## src/rtl/dphy_hstx_byte_feeder_if.sv

```systemverilog
// Byte-stream handshake bundle between the protocol layer, the feeder
// and the HS transmitter.
`timescale 1ns/1ps
interface dphy_hstx_byte_feeder_if;
  logic       InValid;
  logic [7:0] InData;
  logic       InLast;
  logic       InReady;
  logic       TxValid;
  logic       SOT;
  logic [7:0] TxByte_Data;
  logic       TxReady;
  logic       Busy;
  logic       UnderflowErr;

  modport master (
    output InValid, InData, InLast, TxReady,
    input  InReady, TxValid, SOT, TxByte_Data,
    input  Busy, UnderflowErr
  );

  modport slave (
    input  InValid, InData, InLast, TxReady,
    output InReady, TxValid, SOT, TxByte_Data,
    output Busy, UnderflowErr
  );
endinterface

```

## src/rtl/dphy_hstx_byte_feeder.sv

```systemverilog
// Packet FIFO plus burst sequencer feeding the D-PHY HS transmitter.
// Bursts never stall, so a mid-packet FIFO underrun drops the packet tail.
`timescale 1ns/1ps
module dphy_hstx_byte_feeder #(
  parameter int FIFO_DEPTH = 8,
  parameter int GAP_CYCLES = 4
) (
  input logic TxByteClkHS,
  input logic TxRst,
  dphy_hstx_byte_feeder_if.slave bus
);
  localparam int AW = $clog2(FIFO_DEPTH);
  localparam int GW = (GAP_CYCLES > 1) ? $clog2(GAP_CYCLES) : 1;
  localparam logic [AW:0] LP_DEPTH = (AW+1)'(FIFO_DEPTH);
  localparam logic [AW:0] LP_ONE = (AW+1)'(1);
  localparam logic [GW-1:0] LP_GAP = GW'(GAP_CYCLES - 1);

  typedef enum logic [2:0] {
    S_IDLE, S_START, S_DATA, S_DROP, S_GAP
  } state_t;

  state_t r_state, w_next;
  logic [8:0] r_mem [FIFO_DEPTH];
  logic [AW-1:0] r_wptr, r_rptr;
  logic [AW:0] r_count, r_pkt_cnt;
  logic [GW-1:0] r_gap;
  logic r_underflow;

  logic w_full, w_empty, w_wr, w_pop, w_abort;
  logic w_txvalid, w_pkt_inc, w_pkt_dec;
  logic [8:0] w_head;

  assign w_full = (r_count == LP_DEPTH);
  assign w_empty = (r_count == '0);
  assign w_head = r_mem[r_rptr];
  assign w_wr = bus.InValid && !w_full;
  assign w_txvalid = (r_state == S_START) || (r_state == S_DATA);
  assign w_pkt_inc = w_wr && bus.InLast;
  assign w_pkt_dec = w_pop && w_head[8];

  always_comb begin
    w_next = r_state;
    w_pop = 1'b0;
    w_abort = 1'b0;
    unique case (r_state)
      S_IDLE:
        if (r_pkt_cnt != '0 || w_full) w_next = S_START;
      S_START, S_DATA:
        if (bus.TxReady && !w_empty) begin
          w_pop = 1'b1;
          if (w_head[8]) begin
            w_next = S_GAP;
          end else if (r_count == LP_ONE && !w_wr) begin
            w_next = S_DROP;
            w_abort = 1'b1;
          end else begin
            w_next = S_DATA;
          end
        end
      S_DROP:
        if (!w_empty) begin
          w_pop = 1'b1;
          if (w_head[8]) w_next = S_GAP;
        end
      S_GAP:
        if (r_gap == '0) w_next = S_IDLE;
      default: w_next = S_IDLE;
    endcase
  end

  always_ff @(posedge TxByteClkHS or posedge TxRst) begin
    if (TxRst) begin
      r_state <= S_IDLE;
      r_underflow <= 1'b0;
      r_gap <= '0;
    end else begin
      r_state <= w_next;
      r_underflow <= w_abort;
      if (w_next == S_GAP && r_state != S_GAP)
        r_gap <= LP_GAP;
      else if (r_state == S_GAP && r_gap != '0)
        r_gap <= r_gap - GW'(1);
    end
  end

  always_ff @(posedge TxByteClkHS or posedge TxRst) begin
    if (TxRst) begin
      r_wptr <= '0;
      r_rptr <= '0;
      r_count <= '0;
      r_pkt_cnt <= '0;
    end else begin
      if (w_wr) r_wptr <= r_wptr + AW'(1);
      if (w_pop) r_rptr <= r_rptr + AW'(1);
      if (w_wr && !w_pop)
        r_count <= r_count + LP_ONE;
      else if (!w_wr && w_pop)
        r_count <= r_count - LP_ONE;
      if (w_pkt_inc && !w_pkt_dec)
        r_pkt_cnt <= r_pkt_cnt + LP_ONE;
      else if (!w_pkt_inc && w_pkt_dec)
        r_pkt_cnt <= r_pkt_cnt - LP_ONE;
    end
  end

  // Storage needs no reset: pointers and count define validity.
  always_ff @(posedge TxByteClkHS) begin
    if (w_wr) r_mem[r_wptr] <= {bus.InLast, bus.InData};
  end

  assign bus.TxValid = w_txvalid;
  assign bus.SOT = w_txvalid;
  assign bus.TxByte_Data = w_txvalid ? w_head[7:0] : 8'h00;
  assign bus.InReady = !w_full;
  assign bus.Busy = (r_state != S_IDLE);
  assign bus.UnderflowErr = r_underflow;
endmodule

```

## src/flat_wrapper.sv

```systemverilog
// flat-port wrapper written by rule: the top's interface ports become plain ports
module dphy_hstx_byte_feeder_flat 
#(
  parameter int FIFO_DEPTH = 8,
  parameter int GAP_CYCLES = 4
)
  (TxByteClkHS, TxRst, bus_InValid, bus_InData, bus_InLast, bus_TxReady, bus_InReady, bus_TxValid, bus_SOT, bus_TxByte_Data, bus_Busy, bus_UnderflowErr);
  dphy_hstx_byte_feeder_if bus_i ();
  input logic TxByteClkHS;
  input logic TxRst;
  input wire logic [$bits(bus_i.InValid)-1:0] bus_InValid;
  input wire logic [$bits(bus_i.InData)-1:0] bus_InData;
  input wire logic [$bits(bus_i.InLast)-1:0] bus_InLast;
  input wire logic [$bits(bus_i.TxReady)-1:0] bus_TxReady;
  output wire logic [$bits(bus_i.InReady)-1:0] bus_InReady;
  output wire logic [$bits(bus_i.TxValid)-1:0] bus_TxValid;
  output wire logic [$bits(bus_i.SOT)-1:0] bus_SOT;
  output wire logic [$bits(bus_i.TxByte_Data)-1:0] bus_TxByte_Data;
  output wire logic [$bits(bus_i.Busy)-1:0] bus_Busy;
  output wire logic [$bits(bus_i.UnderflowErr)-1:0] bus_UnderflowErr;
  assign bus_i.InValid = bus_InValid;
  assign bus_i.InData = bus_InData;
  assign bus_i.InLast = bus_InLast;
  assign bus_i.TxReady = bus_TxReady;
  assign bus_InReady = bus_i.InReady;
  assign bus_TxValid = bus_i.TxValid;
  assign bus_SOT = bus_i.SOT;
  assign bus_TxByte_Data = bus_i.TxByte_Data;
  assign bus_Busy = bus_i.Busy;
  assign bus_UnderflowErr = bus_i.UnderflowErr;
  dphy_hstx_byte_feeder #(.FIFO_DEPTH(FIFO_DEPTH), .GAP_CYCLES(GAP_CYCLES)) u_core (.TxByteClkHS(TxByteClkHS), .TxRst(TxRst), .bus(bus_i));
endmodule
```

## config.mk

```make
export PLATFORM = sky130hd
export DESIGN_NAME = dphy_hstx_byte_feeder_flat
export DESIGN_NICKNAME = d
export VERILOG_FILES = /design/src/rtl/dphy_hstx_byte_feeder_if.sv /design/src/rtl/dphy_hstx_byte_feeder.sv /design/src/flat_wrapper.sv
export SDC_FILE = /design/constraint.sdc
export NUM_CORES = 1
export LEC_CHECK = 0
export ABC_AREA = 1
export CELL_PAD_IN_SITES_DETAIL_PLACEMENT = 1
export CELL_PAD_IN_SITES_GLOBAL_PLACEMENT = 1
export CORE_ASPECT_RATIO = 1.5
export CORE_MARGIN = 2
export CORE_UTILIZATION = 29
export CTS_BUF_LIST = sky130_fd_sc_hd__clkbuf_2 sky130_fd_sc_hd__clkbuf_4 sky130_fd_sc_hd__clkbuf_8
export CTS_CLUSTER_SIZE = 30
export DETAILED_ROUTE_END_ITERATION = 10
export PLACE_DENSITY_LB_ADDON = 0.1
export SYNTH_ARGS = -nofsm -noshare
export SYNTH_HDL_FRONTEND = slang
export SYNTH_SLANG_ARGS = --single-unit
```

## constraint.sdc

```tcl
create_clock -name TxByteClkHS -period 2.6 [get_ports TxByteClkHS]
set_input_delay 0.52 -clock TxByteClkHS [delete_from_list [all_inputs] [get_ports TxByteClkHS]]
set_output_delay 0.52 -clock TxByteClkHS [all_outputs]
set_load 0.005 [all_outputs]
```

---- Word level (Yosys, flattened, before mapping) ----
Memories as Yosys holds them, arrays and structs flattened.
Cells that the tools add are included.
storage, ports and cells
  logic and storage cells ................. 76
  RAM bits ................................ 72
  output and inout port bits .............. 13
  bits in registers ....................... 20
  input bits .............................. 13
  memories ................................ 1
cells by class
  eq/ne operators ......................... 8
  reductions and logical operators ........ 29
  add/sub/neg operators ................... 7
  mux-type cells .......................... 24
memory list
  memory        depth  bits a word  read ports  clocked after memory_dff  write ports  line                         RTL
  u_core.r_mem  8      9            1           0                         1            dphy_hstx_byte_feeder.sv:23  logic [8:0] r_mem [FIFO_DEPTH];
operator list
  kind                   count
  $mux W3                6
  $mux W4                4
  $pmux W3 S4            1
  $logic_and A1 B1 Y1    11
  $mux W1                9
  $add A4 B1 Y4 const B  2
  $mux W8                1
  $reduce_bool A2 Y1     4
  $sub A4 B1 Y4 const B  2
  $add A3 B1 Y3 const B  2
  $eq A3 B2 Y1 const B   2
  $eq A3 B3 Y1 const B   2
  $logic_not A1 Y1       6
  $eq A4 B1 Y1 const B   1
  $eq A4 B4 Y1 const B   1
  $logic_not A4 Y1       1
  $mux W2                2
  $reduce_bool A4 Y1     1
  $eq A3 B1 Y1 const B   1
  $logic_not A3 Y1       1
  $ne A3 B3 Y1 const B   1
  $reduce_bool A3 Y1     1
  $logic_not A2 Y1       1
  $logic_or A1 B1 Y1     2
  3 further kinds        3

---- Logic depth before layout (Yosys ltp) ----
Gate-level depths: netlist of run 1.
  depth after elaboration ................. 12
  mapped depth ............................ 18
  mapped depth without buffers ............ 17

---- Worst setup path after synthesis of run 1 ----
Ideal clock, no wire load.
  kind .................................... reg-to-reg
  from .................................... register u_core.r_count[0]
  to ...................................... register u_core.r_pkt_cnt[3]
  required time ........................... 2.479 ns
  data arrival time ....................... 2.281 ns
  path slack .............................. 0.198 ns
  setup time .............................. 0.121 ns
  stages on the path, launching flop included .. 18
  buffers on the path ..................... 0
  period minus slack after synthesis ...... 2.402 ns
  cells stage by stage .................... dfrtp_1 > inv_1 > ha_1 > inv_1 > nor2_4 > nor2_4 > nand2_2 > nand2_4 > nand2_2 > ha_1 > inv_1 > ha_1 > a21oi_1 > nand2_1 > a21oi_1 > o21ai_0 > nand2_1 > nand2_1
between the ends
  word-level cells in the longest chain between the ends .. 9
  elaborated cells between the ends (all ways) .. 17
  those cells by class .................... eq/ne (1); mux (4); reduce/logical (12)
ends and longest elaborated chain
  element                                               line                          RTL
  start: declaration                                    dphy_hstx_byte_feeder.sv:25   logic [AW:0] r_count, r_pkt_cnt;
  start signal: assignment                              dphy_hstx_byte_feeder.sv:96   r_count <= r_count + LP_ONE;
  start signal: assignment                              dphy_hstx_byte_feeder.sv:98   r_count <= r_count - LP_ONE;
  $logic_not A4 Y1                                      dphy_hstx_byte_feeder.sv:34   assign w_empty = (r_count == '0);
  $logic_not A1 Y1                                      dphy_hstx_byte_feeder.sv:49   if (bus.TxReady && !w_empty) begin
  $logic_and A1 B1 Y1                                   dphy_hstx_byte_feeder.sv:49
  $mux W1                                               dphy_hstx_byte_feeder.sv:49
  $pmux W1 S2                                           dphy_hstx_byte_feeder.sv:45   unique case (r_state)
  $logic_and A1 B1 Y1                                   dphy_hstx_byte_feeder.sv:39   assign w_pkt_dec = w_pop && w_head[8];
  $logic_not A1 Y1                                      dphy_hstx_byte_feeder.sv:99   if (w_pkt_inc && !w_pkt_dec)
  $logic_and A1 B1 Y1                                   dphy_hstx_byte_feeder.sv:99
  $mux W4 / $reduce_bool A2 Y1 (equally long branches)  --
  end signal: assignment                                dphy_hstx_byte_feeder.sv:100  r_pkt_cnt <= r_pkt_cnt + LP_ONE;
  end signal: assignment                                dphy_hstx_byte_feeder.sv:102  r_pkt_cnt <= r_pkt_cnt - LP_ONE;
  end: declaration                                      dphy_hstx_byte_feeder.sv:25
Several ways; a longest one is shown, not always the timed one.
A chain may end at the register's enable or synchronous reset.

---- Final worst setup path of run 1 ----
  from .................................... register u_core.r_rptr[0]
  to ...................................... output bus_TxByte_Data[3]
between the ends
  word-level cells in the longest chain between the ends .. 2
ends and longest elaborated chain
  element                   line                          RTL
  start: declaration        dphy_hstx_byte_feeder.sv:24   logic [AW-1:0] r_wptr, r_rptr;
  start signal: assignment  dphy_hstx_byte_feeder.sv:94   if (w_pop) r_rptr <= r_rptr + AW'(1);
  $mem_v2 Z8 W9             --
  $mux W8                   dphy_hstx_byte_feeder.sv:113  assign bus.TxByte_Data = w_txvalid ? w_head[7:0] : 8'h00;
  end: declaration          flat_wrapper.sv:18            output wire logic [$bits(bus_i.TxByte_Data)-1:0] bus_TxByte_Data;
No other way between the ends.

==> results.sh, run 1 <==
export IMPL_yosys_top_cells_area="edfxtp_1 52%, dfrtp_1 12%, nor2_1 6.5%"
export IMPL_coreArea_um2=14000
export IMPL_grt_overflow=0
export IMPL_htreeDepth=3
export IMPL_antenna_left=0
export IMPL_use_met3_pct=2.41
export IMPL_dp_cells=610
export IMPL_syn_nets=400
export IMPL_cap_violations=0
export IMPL_fin_nets=459
export IMPL_num_antenna_cells=0
export IMPL_io_pins=26
export IMPL_ys_seq_elements=92
export IMPL_netlist_area_um2=4140
export IMPL_fin_crit_sh_pct=97.8
export IMPL_path_max_fanout=13
export IMPL_drc=0
export IMPL_via_count=2876
export IMPL_grt_start_max_net_pins=28
export IMPL_clock_sinks=92
export IMPL_skew_ns=0.0109
export IMPL_fin_area_um2=5070
export IMPL_postSynthAreaPerCell_um2=11.0
export IMPL_place_area_um2=4800
export IMPL_start_util_pct=29.6
export IMPL_die_y_um=150
export IMPL_area_growth_pct=22.5
export IMPL_power_frac_clock_pct=15.4
export IMPL_slew_headroom_pct=75.9
export IMPL_maxSlewViolCount=0
export IMPL_first_iter_violations=55
export IMPL_met2_usage_pct=28.1
export IMPL_hpwl_um=7220
export IMPL_busiest_layer="met2"
export IMPL_synth_area_leader_cell="edfxtp_1"
export IMPL_synth_seq_area_share_pct=64.3
export IMPL_layout_cells_most_common="edfxtp_1"
export IMPL_ys_flop_type="edfxtp_1"
export IMPL_crit_path_end_kind="output port"
export IMPL_cts_hold_buf=0
export IMPL_holdWs_ns=0.496
export IMPL_fin_util_pct=36.3
export IMPL_synth_distinct_cells=33
export IMPL_async_reset_ff_share_pct=21.7
export IMPL_numCtsBuffers=9
export IMPL_dpl_worst_slack_ns=-0.0671
export IMPL_synth_top_cell_area_share_pct=52.2
export IMPL_p_int_uw=3470
export IMPL_peakVddDrop_uv=400
export IMPL_wl_um=10500
export IMPL_cts_tree="yes"
export IMPL_p_sw_share_pct=39.3
export IMPL_crit_type="register to output port"
export IMPL_grtUsageMet1_pct=15.5
export IMPL_clk_path_buf_depth=2
export IMPL_grt_pass1_vias=3147
export IMPL_cp_arrival_ns=2.02
export IMPL_dieArea_um2=15300
export IMPL_startpoint_type="register"
export IMPL_portBuffers=25
export IMPL_gp_routability_congestion=0.722
export IMPL_grt_util_all_layers_pct=14.6
export IMPL_final_cell_mix="72 x edfxtp_1, 71 x nor2_1, 49 x nand2_1"
export IMPL_die_w_um=102
export IMPL_clock_latency_ns=0.36
export IMPL_antenna_found_initial=0
export IMPL_hp_class="primary input to asynchronous set/reset pin"
export IMPL_drive_above_1_share_pct=17.3
export IMPL_grt_pass1_wl_um=16400
export IMPL_layoutNonFillerInstCount=632
export IMPL_p_switching_uw=2240
export IMPL_vias_per_cell=4.55
export IMPL_power_density_nw_per_um2=1130
export IMPL_cts_root_buf="clkbuf_8"
export IMPL_seq_power_share_pct=36.8
export IMPL_fmax_mhz=393
export IMPL_p_comb_share_pct=47.8
export IMPL_synth_edf_count=72
export IMPL_netlist_instances=376
export IMPL_setup_viol=0
export IMPL_fin_crit_ns=2.54
export IMPL_cp_required_ns=2.08
export IMPL_reg2reg_from="u_core.r_rptr[0]"
export IMPL_r2r_cells=16
export IMPL_setup_ws_ns=0.0569
export IMPL_run_status="finished, final reports clean"
export IMPL_routedWlPerCell_um=16.6
export IMPL_finalHoldViolCount=0
export IMPL_yosysWarningCount=0
export IMPL_firstDrtPassIters=4
export IMPL_rsz0062_at_grt="yes"
export IMPL_power_leakage_uw=0.00203
export IMPL_tightest_slew_ns=0.360
export IMPL_num_rows=53
export IMPL_rr_endpoint="u_core.r_pkt_cnt[3]"
export IMPL_path_clk_slew_ns=0.08
export IMPL_reg2reg_slack_ns=0.11
## state kept, by name, indices dropped and copies added, names as in the netlist
signal                   count
u_core.r_pkt_cnt             4
u_core.r_rptr                3
u_core.r_gap                 2
u_core.r_mem                72
u_core.bus.UnderflowErr      1
u_core.r_count               4
u_core.r_state               3
u_core.r_wptr                3
## kinds of logic after synthesis
kind of cell	after synthesis	synth area share [%]
multiplexers	1	0.272
XOR/XNOR	10	2.11
AND/OR/NAND/NOR	148	15.5
AO/OA/AOI/OAI	64	8.58
flip-flops	92	64.3
adder cells (fa/ha/maj)	11	3.50
buffers and inverters	50	5.80
## per-stage QoR
| step | TNS, ns | power [uW] |
|---|---|---|
| final | 0 | 5720 |
| after global routing | -0.268 | 6220 |
| after CTS | -0.0583 | 5750 |
| after detailed placement | -0.0671 | 4820 |
| after global placement | -0.00439 | 4760 |
| after floorplan | 0 | 3690 |
## cells in the mapped netlist (4+ instances only)
cell       n
buf_4      6
o21ai_0   37
o22ai_1    8
a21oi_1    6
buf_2      4
inv_1     33
nand3_1   10
ha_1      10
nand2_1   49
o211ai_1   9
edfxtp_1  72
dfrtp_1   20
nor2_1    72
nand2_2    6
xor2_1     7
## worst max path at each step
stage               cells after the start                   to              start  slack, ns
CTS                                     6   bus_TxByte_Data[2]   u_core.r_rptr[0]      -0.06
floorplan                              17  u_core.r_pkt_cnt[3]  u_core.r_count[0]       0.20
global placement                       15  u_core.r_pkt_cnt[3]        bus_TxReady     -0.004
finish                                 10   bus_TxByte_Data[3]   u_core.r_rptr[0]       0.06
detailed placement                     15  u_core.r_pkt_cnt[3]        bus_TxReady      -0.07
global route                           16  u_core.r_pkt_cnt[3]   u_core.r_rptr[0]      -0.11
## worst max-delay path: stages, from the launching register on
cell	delay [ns]
dfrtp_2	0.46
buf_4	0.16
buf_4	0.14
clkbuf_16	0.16
nor2_1	0.10
nor2_1	0.04
o21ai_0	0.10
o211ai_1	0.12
nand2_1	0.07
nor2_1	0.03
dlygate4sd2_1	0.27
## per-layer routing
metal  share of wire (%)  vias up
met4                 1.8        0
met3                 2.4       16
met1                  40     1443
li1                    -     1379
met2                  56       38
met5                   0        -
## power by group through the flow
stage,Sequential (uW),Clock [uW],Combinational [uW]
floorplan,2080,0,1610
global placement,2130,0,2630
detailed placement,2140,0,2680
CTS,2110,928,2710
global route,2140,994,3090
finish,2100,882,2730
## final cells by class
type                    instances  area, um2
multi-input cells             234       1250
fillers                      1572       8920
inverters                      35        136
repair buffers                 63        603
well taps                     192        240
clock inverters                 6       48.8
clock buffers                  10        131
flip-flops and latches         92       2660
## repair_timing
item	CTS	global route
pin swaps	1	0
endpoints found under the setup margin	8	6
gates resized for setup	10	9
buffers inserted	3	2
gates cloned	0	1
Note: power is estimated with default switching activity, not from simulation.
==> run 2, diff against run 1 <==
Settings changed: CORE_ASPECT_RATIO 1.5 to 1.25.
==> run 2 against run 1 <==
  * Clock skew fell by 0.0062 ns
  * Clock-buffer cell count down 1
  * Via count fell by 2.2%
  * Clock power rose by 18%
  * Design area rose by 0.74%
  * Critical path type unchanged
==> results.sh, run 2 (same netlist as run 1, synthesis figures left out) <==
export IMPL_vias_per_cell=4.56
export IMPL_finalHoldViolCount=0
export IMPL_area_growth_pct=23.4
export IMPL_rr_endpoint="u_core.r_pkt_cnt[3]"
export IMPL_run_status="finished, final reports clean"
export IMPL_path_cells="buf_4 > buf_4 > buf_4 > nor2_1 > nor2_1 > o21ai_0 > o211ai_1 > nand2_1 > nor2_1 > dlygate4sd2_1"
export IMPL_drive_above_1_share_pct=18.6
export IMPL_reg_top3="u_core.r_mem (72), u_core.r_count (4), u_core.r_pkt_cnt (4)"
export IMPL_cts_hold_buf=0
export IMPL_coreArea_um2=13900
export IMPL_power_frac_clock_pct=17.7
export IMPL_crit_type="register to output port"
export IMPL_antenna_found_initial=0
export IMPL_path_clk_slew_ns=0.09
export IMPL_start_util_pct=29.9
export IMPL_power_leakage_uw=0.00204
export IMPL_p_comb_share_pct=46.5
export IMPL_largest_reg_flops=72
export IMPL_path_buf_inv=4
export IMPL_slew_headroom_pct=78.7
export IMPL_clock_latency_ns=0.35
export IMPL_die_w_um=111
export IMPL_num_rows=48
export IMPL_wl_um=10400
export IMPL_num_antenna_cells=0
export IMPL_r2r_cells=17
export IMPL_path_max_fanout=8
export IMPL_grt_overflow=0
export IMPL_first_iter_violations=117
export IMPL_dieArea_um2=15300
export IMPL_tns_ns=0
export IMPL_p_sw_share_pct=37.7
export IMPL_fin_util_pct=36.9
export IMPL_fin_area_um2=5110
export IMPL_die_y_um=138
export IMPL_layout_cells_most_common="edfxtp_1"
export IMPL_reg2reg_from="u_core.r_rptr[0]"
export IMPL_fin_nets=461
export IMPL_cp_arrival_ns=1.93
export IMPL_htreeDepth=3
export IMPL_setup_viol=0
export IMPL_peakVddDrop_uv=427
export IMPL_firstDrtPassIters=4
export IMPL_fin_crit_ns=2.45
export IMPL_skew_ns=0.00473
export IMPL_grt_start_max_net_pins=25
export IMPL_critPathTopFamily="buffers and inverters"
export IMPL_cp_slowest_cell="dfrtp_2"
export IMPL_crit_path_end_kind="output port"
export IMPL_cts_tree="yes"
export IMPL_startpoint_type="register"
export IMPL_numCtsBuffers=9
export IMPL_clk_path_buf_depth=2
export IMPL_drc=0
export IMPL_fmax_mhz=409
export IMPL_max_stage_delay_ns=0.45
export IMPL_place_area_um2=4750
export IMPL_routedWlPerCell_um=16.8
export IMPL_io_pins=26
export IMPL_fin_crit_sh_pct=94.1
export IMPL_n_fill_cell=1542
export IMPL_clock_sinks=92
export IMPL_top_register="u_core.r_mem"
export IMPL_hp_class="primary input to asynchronous set/reset pin"
export IMPL_final_cell_mix="72 x edfxtp_1, 69 x nor2_1, 49 x nand2_1"
export IMPL_seq_power_share_pct=35.8
export IMPL_portBuffers=25
export IMPL_hpwl_um=6720
export IMPL_p_switching_uw=2230
export IMPL_cap_violations=0
export IMPL_reg2reg_slack_ns=0.21
export IMPL_power_density_nw_per_um2=1150
export IMPL_cts_root_buf="clkbuf_8"
export IMPL_p_int_uw=3670
export IMPL_power_uw=5900
export IMPL_grt_pass1_wl_um=16700
export IMPL_antenna_left=0
export IMPL_cp_required_ns=2.08
export IMPL_maxSlewViolCount=0
export IMPL_tightest_slew_ns=0.318
export IMPL_grt_pass1_vias=3125
export IMPL_grt_util_all_layers_pct=14.6
export IMPL_via_count=2814
export IMPL_gp_routability_congestion=0.709
## run 2: how the worst max path moves through the flow
stage          slack (ns)                  end               from  cells after the start
6_report             0.15   bus_TxByte_Data[4]   u_core.r_rptr[0]                     10
3_3_place_gp        -0.04  u_core.r_pkt_cnt[3]        bus_TxReady                     15
4_1_cts             0.007  u_core.r_pkt_cnt[3]   u_core.r_rptr[0]                     18
3_5_place_dp        -0.11  u_core.r_pkt_cnt[3]        bus_TxReady                     15
5_1_grt             -0.04  u_core.r_pkt_cnt[3]  u_core.r_count[1]                     17
2_1_floorplan        0.20  u_core.r_pkt_cnt[3]  u_core.r_count[0]                     17
## run 2: timing repair
action                                  in CTS  in global routing
buffers inserted                             7                  4
gates resized for setup                     16                  4
cloned                                       1                  0
pin swaps                                    2                  3
endpoints found under the setup margin       9                  3
## run 2: stage by stage
step	setup slack [ns]	hold WS, ns	std cells
5_1_grt	-0.0378	0.530	617
6_report	0.152	0.496	617
3_5_place_dp	-0.114	0.486	589
3_3_place_gp	-0.0358	0.470	589
4_1_cts	0.00729	0.493	613
2_1_floorplan	0.198	0.457	376
## run 2: layout make-up
| type | count | area [um2] | area share (%) |
|---|---|---|---|
| sequential | 92 | 2660 | 52.1 |
| timing repair buffer | 65 | 614 | 12.0 |
| inverter | 35 | 134 | 2.62 |
| clock buffer | 9 | 124 | 2.42 |
| tap | 175 | 219 | 4.28 |
| multi-input combinational | 234 | 1270 | 24.8 |
| clock inverter | 7 | 91.3 | 1.79 |
## run 2: power by group through the flow
stage	clock network, uW	registers [uW]	logic, uW
finish	1040	2110	2740
detailed placement	0	2160	2570
global route	1130	2160	3120
global placement	0	2160	2520
floorplan	0	2080	1610
CTS	1080	2120	2730
## run 2: worst reg2reg max path, cell delays in order, from the launching register on
cell	delay (ns)
dfrtp_2	0.45
buf_4	0.15
buf_4	0.13
nand2_1	0.06
nand3_1	0.09
nand3_2	0.12
nand2_2	0.07
inv_2	0.07
nand2_2	0.05
ha_2	0.17
inv_2	0.09
ha_4	0.21
a21oi_1	0.13
nand2_1	0.11
a21oi_2	0.17
o21ai_0	0.10
nand2_1	0.07
nand2_1	0.04
## run 2: routing by layer
metal	vias up	global-route usage [%]	share of wire [%]
li1	1385	-	-
met1	1388	16.7	42
met2	32	27.5	54
met3	9	2.33	2.5
met4	0	5.14	1.3
met5	-	0	0
